**src/rtl/pc_sequencer.sv**
```systemverilog
// Program counter sequencer: NEXT/JUMP/CALL/RET/RETI commands, single-level
// interrupt entry, and a sticky fault state driving an external PC stack.
module pc_sequencer #(
  parameter logic [10:0] RESET_VECTOR = 11'h000,
  parameter logic [10:0] IRQ_VECTOR   = 11'h7F0,
  parameter int          DEPTH        = 32
)(
  input  logic        clk,
  input  logic        rst,
  input  logic        cmd_valid,
  input  logic [2:0]  cmd_op,
  input  logic [10:0] target,
  output logic        cmd_ready,
  input  logic        irq_req,
  input  logic        irq_en,
  output logic        irq_ack,
  output logic [10:0] pc,
  output logic        stack_push,
  output logic [10:0] stack_push_data,
  output logic        stack_pop,
  input  logic [10:0] stack_pop_data,
  output logic [5:0]  depth,
  output logic        in_isr,
  output logic        fault,
  output logic [1:0]  fault_code
);

  typedef enum logic {RUN, FAULT} state_t;

  localparam logic [2:0] OP_NEXT = 3'd0;
  localparam logic [2:0] OP_JUMP = 3'd1;
  localparam logic [2:0] OP_CALL = 3'd2;
  localparam logic [2:0] OP_RET  = 3'd3;
  localparam logic [2:0] OP_RETI = 3'd4;

  localparam logic [1:0] FC_OVF = 2'd1;
  localparam logic [1:0] FC_UNF = 2'd2;
  localparam logic [1:0] FC_ILL = 2'd3;

  localparam logic [5:0] DEPTH_MAX = 6'(DEPTH);

  state_t      state_q, state_d;
  logic [10:0] pc_q, pc_d;
  logic [5:0]  depth_q, depth_d;
  logic        irq_pending_q, irq_pending_d;
  logic        in_isr_q, in_isr_d;
  logic        fault_q, fault_d;
  logic [1:0]  fault_code_q, fault_code_d;

  logic        take_irq;
  logic        stack_full, stack_empty;
  logic        fault_now;
  logic [1:0]  fault_now_code;

  always_comb begin
    state_d         = state_q;
    pc_d            = pc_q;
    depth_d         = depth_q;
    irq_pending_d   = irq_pending_q;
    in_isr_d        = in_isr_q;
    fault_d         = fault_q;
    fault_code_d    = fault_code_q;
    cmd_ready       = 1'b0;
    irq_ack         = 1'b0;
    stack_push      = 1'b0;
    stack_pop       = 1'b0;
    stack_push_data = pc_q + 11'd1;
    take_irq        = 1'b0;
    fault_now       = 1'b0;
    fault_now_code  = 2'd0;
    stack_full      = (depth_q == DEPTH_MAX);
    stack_empty     = (depth_q == 6'd0);

    if (state_q == RUN) begin
      // Interrupt entry pre-empts whatever command is offered this cycle.
      take_irq  = irq_pending_q && irq_en && !in_isr_q;
      cmd_ready = !take_irq;
      if (take_irq) begin
        if (stack_full) begin
          fault_now      = 1'b1;
          fault_now_code = FC_OVF;
        end else begin
          stack_push      = 1'b1;
          stack_push_data = pc_q;
          pc_d            = IRQ_VECTOR;
          depth_d         = depth_q + 6'd1;
          in_isr_d        = 1'b1;
          irq_ack         = 1'b1;
          irq_pending_d   = 1'b0;
        end
      end else if (cmd_valid) begin
        case (cmd_op)
          OP_NEXT: pc_d = pc_q + 11'd1;
          OP_JUMP: pc_d = target;
          OP_CALL: begin
            if (stack_full) begin
              fault_now      = 1'b1;
              fault_now_code = FC_OVF;
            end else begin
              stack_push = 1'b1;
              pc_d       = target;
              depth_d    = depth_q + 6'd1;
            end
          end
          OP_RET: begin
            if (stack_empty) begin
              fault_now      = 1'b1;
              fault_now_code = FC_UNF;
            end else begin
              stack_pop = 1'b1;
              pc_d      = stack_pop_data;
              depth_d   = depth_q - 6'd1;
            end
          end
          OP_RETI: begin
            // Returning from a handler that is not running is the worse error.
            if (!in_isr_q) begin
              fault_now      = 1'b1;
              fault_now_code = FC_ILL;
            end else if (stack_empty) begin
              fault_now      = 1'b1;
              fault_now_code = FC_UNF;
            end else begin
              stack_pop = 1'b1;
              pc_d      = stack_pop_data;
              depth_d   = depth_q - 6'd1;
              in_isr_d  = 1'b0;
            end
          end
          default: begin
            fault_now      = 1'b1;
            fault_now_code = FC_ILL;
          end
        endcase
      end

      if (fault_now) begin
        state_d      = FAULT;
        fault_d      = 1'b1;
        fault_code_d = fault_now_code;
      end
    end

    if (irq_req) irq_pending_d = 1'b1;

    if (rst) begin
      stack_push = 1'b0;
      stack_pop  = 1'b0;
      irq_ack    = 1'b0;
    end
  end

  always_ff @(posedge clk) begin
    if (rst) begin
      state_q       <= RUN;
      pc_q          <= RESET_VECTOR;
      depth_q       <= 6'd0;
      irq_pending_q <= 1'b0;
      in_isr_q      <= 1'b0;
      fault_q       <= 1'b0;
      fault_code_q  <= 2'd0;
    end else begin
      state_q       <= state_d;
      pc_q          <= pc_d;
      depth_q       <= depth_d;
      irq_pending_q <= irq_pending_d;
      in_isr_q      <= in_isr_d;
      fault_q       <= fault_d;
      fault_code_q  <= fault_code_d;
    end
  end

  assign pc         = pc_q;
  assign depth      = depth_q;
  assign in_isr     = in_isr_q;
  assign fault      = fault_q;
  assign fault_code = fault_code_q;

endmodule

```
**config.mk**
```make
export PLATFORM = sky130hd
export DESIGN_NAME = pc_sequencer
export DESIGN_NICKNAME = d
export VERILOG_FILES = /design/src/rtl/pc_sequencer.sv
export SDC_FILE = /design/constraint.sdc
export NUM_CORES = 1
export LEC_CHECK = 0
export CAP_MARGIN = 20
export CORE_MARGIN = 10
export CORE_UTILIZATION = 43
export CTS_BUF_LIST = sky130_fd_sc_hd__clkbuf_16
export CTS_CLUSTER_SIZE = 10
export DETAILED_ROUTE_END_ITERATION = 7
export GPL_ROUTABILITY_DRIVEN = 0
export PLACE_DENSITY = 0.81
export SYNTH_ARGS = -nofsm -noshare
export SYNTH_HDL_FRONTEND = slang
export SYNTH_SLANG_ARGS = --single-unit
```
**constraint.sdc**
```tcl
create_clock -name clk -period 2.2 [get_ports clk]
set_clock_uncertainty 0.2 [all_clocks]
set_input_delay 0.22 -clock clk [delete_from_list [all_inputs] [get_ports clk]]
set_output_delay 0.22 -clock clk [all_outputs]
set_load 0.05 [all_outputs]
```
Word level (Yosys, flattened, before mapping):

Cells that the tools add are included.

* register bits: 23
* output and inout port bits: 36
* word-level logic and storage cells: 95

* reductions and logical operators: 17
* multiplexer cells: 57
* equal/unequal tests: 10
* add/sub/neg operators: 3
* bitwise gates (word level): 1

Operator list (count)
* $mux 11: 9
* $pmux 11 s5: 1
* $mux 1: 34
* $mux 6: 5
* $pmux 6 s3: 1
* $add 11x1->11 const B: 1
* $mux 2: 4
* $ne 2x2->1 const B: 4
* $pmux 2 s4: 1
* $reduce_and 4->1: 2
* $add 6x1->6 const B: 1
* $eq 3x2->1 const B: 2
* $eq 6x6->1 const B: 1
* $logic_not 6->1: 1
* $reduce_and 6->1: 1
* $reduce_bool 2->1: 3
* $reduce_bool 6->1: 1
* $sub 6x1->6 const B: 1
* $pmux 1 s4: 1
* $reduce_bool 4->1: 1
* $eq 3x1->1 const B: 1
* $eq 3x3->1 const B: 1
* $logic_not 3->1: 1
* $ne 3x3->1 const B: 1
* other kinds (7): 9

Depth between registers and ports, before layout:

* depth in word-level cells: 9
* gate-level depth with buffers: 8

Worst setup path after synthesis:

Ideal clock, no wire load.

* kind: reg2out
* from: register depth_q[0] (netlist: depth[0])
* to: output stack_push
* cell stages (with the launch flop): 6
* slack: -1239 ps
* buffers on the path: 0
* arrival time: 3019 ps
* data required time: 1780 ps
* cell sequence: dfxtp_1 inv_1 ha_1 nor4b_2 and2_1 nor4_1

* longest elaborated chain between the ends: 7

RTL lines
* from (decl): RTL line 44 `logic [5:0] depth_q, depth_d;`
* from (signal assigned): RTL line 165 `depth_q <= depth_d;`
* $eq 6x6->1 *: RTL line 71 `stack_full = (depth_q == DEPTH_MAX);`
* $mux 1 *: RTL line 79, 96
* $mux 1: RTL line 92 `case (cmd_op)`
* $mux 1: RTL line 91 `end else if (cmd_valid) begin`
* $mux 1 *: RTL line 78 `if (take_irq) begin`
* $mux 1 *: RTL line 74 `if (state_q == RUN) begin`
* $mux 1 *: RTL line 146 `if (rst) begin`
* to (decl): RTL line 18 `output logic stack_push,`

Every way passes the cells marked *; elsewhere a longest branch is shown, timed or not.

Worst setup path in the final report:

* from: register depth_q[1] (netlist: depth[1])
* to: output stack_push_data[9]

* longest elaborated chain between the ends: 4

RTL lines
* $eq 6x6->1: RTL line 71
* $mux 11: RTL line 79 `if (stack_full) begin`
* $mux 11: RTL line 78
* $mux 11: RTL line 74
* to (decl): RTL line 19 `output logic [10:0] stack_push_data,`

No other way between the ends.

==> flow_summary_export.csv <==
group,metric,value,unit
status,outcome,"complete, but fails checks",
status,violations,"negative setup slack",
yosys,yosys_warnings,0,
sta,period_minus_slack,2.46,ns
sta,max_freq,0.406,GHz
yosys,synth.avg_cell_area,7.55,sq um
yosys,synth-seq-cells,23,
yosys,synth_top_area_frac,0.209,
critical_path,r2r_start,"depth[1]$_SDFFE_PP0P_",
cells_and_area,drive_gt1_frac,0.391,
placed_design,dp_slack,-0.325,ns
floorplan,start_util,0.454,
power,vdd_drop_max,0.000359,V
yosys,synth_cell_types,63,
power,pwr-share-comb,0.521,
floorplan,boundaryPins,66,
routing,initialDrtViolationCount,212,
routing,wirelength,8650,um
critical_path,crit_fanout,7,
sta,slew_headroom,0.654,
sta,rsz0062_at_grt,"yes",
yosys,async_flop_share,0,
cells_and_area,nNetsFinal,438,
power,p_clk_frac,0.215,
hold_path,whs_path_depth,2,
clock_network,clkTransAtPathRegs,0.07,ns
sta,hold_ws,0.272,ns
critical_path,cp_num_buf_inv,3,
yosys,yosys.area.top_type,"dfxtp_1",
sta,maxSlewViolCount,0,
clock_network,worstSkewPairLatency,0.26,ns
sta,period_share,1.12,
global_routing,grt_antenna_before_repair,0,
yosys,synth.net_count,325,
routing,drc,0,
cells_and_area,area_growth,79.3,%
power,cell_internal_pwr,0.00117,W
sta,setup_slack,-0.261,ns
placed_design,hpwlAfterDp,6420,um
global_routing,grt_use_total,0.189,
clock_network,cts_tree,"built",
global_routing,grt_pass1_wl,13500,um
critical_path,slowest_delay,0.35,ns
routing,post_drt_wl_per_cell,18.4,um
routing,vias,2829,
floorplan,die_w,91.6,um
hold_path,min_delay_worst_endpoint,"fault_code[1]$_SDFFE_PP0P_",
clock_network,numCtsBuffers,3,
cells_and_area,post-route-util,0.815,
critical_path,crit_chain,"inv_4 > ha_4 > nor4b_4 > and2_4 > nor3_4 > buf_6 > nor4_4 > xor2_2 > buf_12",
critical_path,cp-end-kind,"output port",
yosys,synth.area.top_cells,"dfxtp_1 (21%), a21oi_1 (6.8%), nor2_1 (4.8%), o21ai_0 (4.1%), a211oi_1 (3.7%)",
floorplan,fp.dieArea,8390,sq um
sta,hold_viol,0,
clock_network,cts_root_buf,"clkbuf_16",
critical_path,cp.arrival,2.04,ns
cells_and_area,antenna_cells,0,
sta,worst_pin_slew,0.517,ns
yosys,synth-main-ff-cell,"dfxtp_1",
power,p_sw,0.000772,W
critical_path,cp_slowest_cell,"dfxtp_4",
power,swShare,0.397,
clock_network,h-tree-depth,1,
yosys,synth-edff-count,0,
critical_path,reg2regPathDepth,11,
critical_path,path_class,"reg2out",
hold_path,worst_hold_path_type,"reg2reg",
floorplan,die_h,91.6,um
power,leakage,1.53,nW
global_routing,grt_overflow,0,
routing,drt_pass1_iterations,5,
global_routing,grt_pass1_vias,2835,
clock_network,cts_buffer_depth,2,
critical_path,worstReg2RegEnd,"pc[0]$_SDFFE_PP0P_",
sta,setup_viol,17,
floorplan,rows,25,
yosys,ys_seq_area_frac,0.209,
global_routing,grt_max_degree,16,
clock_network,numClockSinks,23,
critical_path,critPathLaunchType,"flip-flop",
routing,ant_nets,0,
power,p_per_area,492,nW/um^2
critical_path,r2r_slack,-0.14,ns
power,seqPwrFrac,0.264,
routing,viasPerCell,6.01,
placed_design,io_buffers,65,
run,cap_violations,0,
sta,setup_tns,-2.50,ns
yosys,syn_area,2200,sq um
yosys,synth_cells,292,
hold_path,min_from,"fault_code[1]$_SDFFE_PP0P_",
floorplan,core_area,4850,sq um
critical_path,cp.required,1.78,ns
critical_path,critPathTopFamily,"simple AND/OR/NAND/NOR gates",
-- layer usage --
metal | global-route usage | wire length [um]
met3 | 0.0420 | 683
met4 | 0.0418 | 189
met1 | 0.218 | 3370
met2 | 0.345 | 4410
met5 | 0 | 0
-- cell usage in the layout, fill, tap and decap left out, drive strengths merged, types with 3 or more instances in the layout --
master         instances
a211oi                11
a21oi                 32
a22oi                  6
and2                   5
and3                   6
buf                   79
clkbuf                 4
clkdlybuf4s50         47
dfxtp                 23
dlygate4sd2            3
ha                     3
inv                    9
mux2                   7
mux2i                  4
nand2                 13
nand3                 10
nand4                  5
nor2                  29
nor2b                  5
nor3                  14
nor3b                  4
nor4                   4
o2111ai                3
o21ai                 19
o31ai                  4
or3                    3
or4                    3
xnor2                  7
xor2                   9
-- cells in the mapped netlist, drive strengths merged, types with 3 or more instances --
master / number
a211oi: 11
a21oi: 32
a22oi: 6
and2: 5
and3: 6
buf: 11
clkbuf: 11
dfxtp: 23
ha: 3
inv: 9
mux2: 7
mux2i: 4
nand2: 13
nand3: 10
nand4: 5
nor2: 29
nor2b: 5
nor3: 14
nor3b: 4
nor4: 4
o2111ai: 3
o21ai: 19
o31ai: 4
or3: 3
or4: 3
xnor2: 7
xor2: 9
-- cell families (layout without fill, tap and decap cells) --
| kind of cell | count (synthesis) | count (layout) | synth area share |
|---|---|---|---|
| flops | 23 | 23 | 0.209 |
| mux | 11 | 11 | 0.0539 |
| fa+ha+maj | 3 | 3 | 0.0170 |
| xor+xnor | 16 | 16 | 0.0636 |
| simple gates | 113 | 113 | 0.286 |
| buf+inv | 32 | 144 | 0.0704 |
| compound gates | 94 | 94 | 0.300 |
-- worst min-delay path, delay by kind of cell (launching register included) --
family / cells / cell delay (ns)
DFF: 1 / 0.31
AOI/OAI and AO/OA: 1 / 0.06
and+or+nand+nor: 1 / 0.05
-- stage by stage --
stage	cells	power (W)	area, sq um
after detailed placement	460	0.00145	3680
after global placement	460	0.00143	3680
after CTS	468	0.00190	3870
final	471	0.00194	3950
after floorplan	292	0.00106	2510
after global routing	471	0.00202	3950
-- sequential cells by signal, indices dropped and copies added (netlist names) --
signal	count
fault	1
in_isr	1
state_q	1
depth	6
pc	11
irq_pending_q	1
fault_code	2
-- what timing repair did --
action / CTS / global route
cloned: 0 / 0
pin swaps: 6 / 8
endpoints found under the setup margin: 17 / 30
resized for setup: 22 / 15
hold buffers: 0 / 0
buffers inserted: 4 / 4
-- cell type report --
| class | count | area [sq um] |
|---|---|---|
| clock inverters | 1 | 5.00 |
| flip-flops and latches | 23 | 484 |
| multi-input cells | 237 | 1960 |
| fillers | 312 | 898 |
| inverters | 10 | 40.0 |
| clock buffers | 3 | 75.1 |
| well taps | 67 | 83.8 |
| repair buffers | 130 | 1310 |
-- power by group through the flow --
stage,registers [W],clock network [W],logic [W]
2_1_floorplan,0.000607,0,0.000457
3_3_place_gp,0.000517,0,0.000916
3_5_place_dp,0.000520,0,0.000935
4_1_cts,0.000512,0.000418,0.000972
5_1_grt,0.000520,0.000432,0.00107
6_report,0.000514,0.000418,0.00101
-- how the worst max path moves through the flow --
stage / from / to / slack, ns / cells past startpoint
final: depth[1]$_SDFFE_PP0P_ / stack_push_data[9] / -0.26 / 9
after global routing: depth[1]$_SDFFE_PP0P_ / stack_push_data[9] / -0.36 / 9
after CTS: depth[1]$_SDFFE_PP0P_ / stack_push_data[5] / -0.28 / 9
after detailed placement: cmd_op[0] / pc[10]$_SDFFE_PP0P_ / -0.32 / 7
after global placement: cmd_op[2] / depth[3]$_SDFFE_PP0P_ / -0.24 / 6
after floorplan: depth[1]$_SDFFE_PP0P_ / stack_push_data[9] / -0.17 / 7
Note: power is estimated with default switching activity, not from simulation.
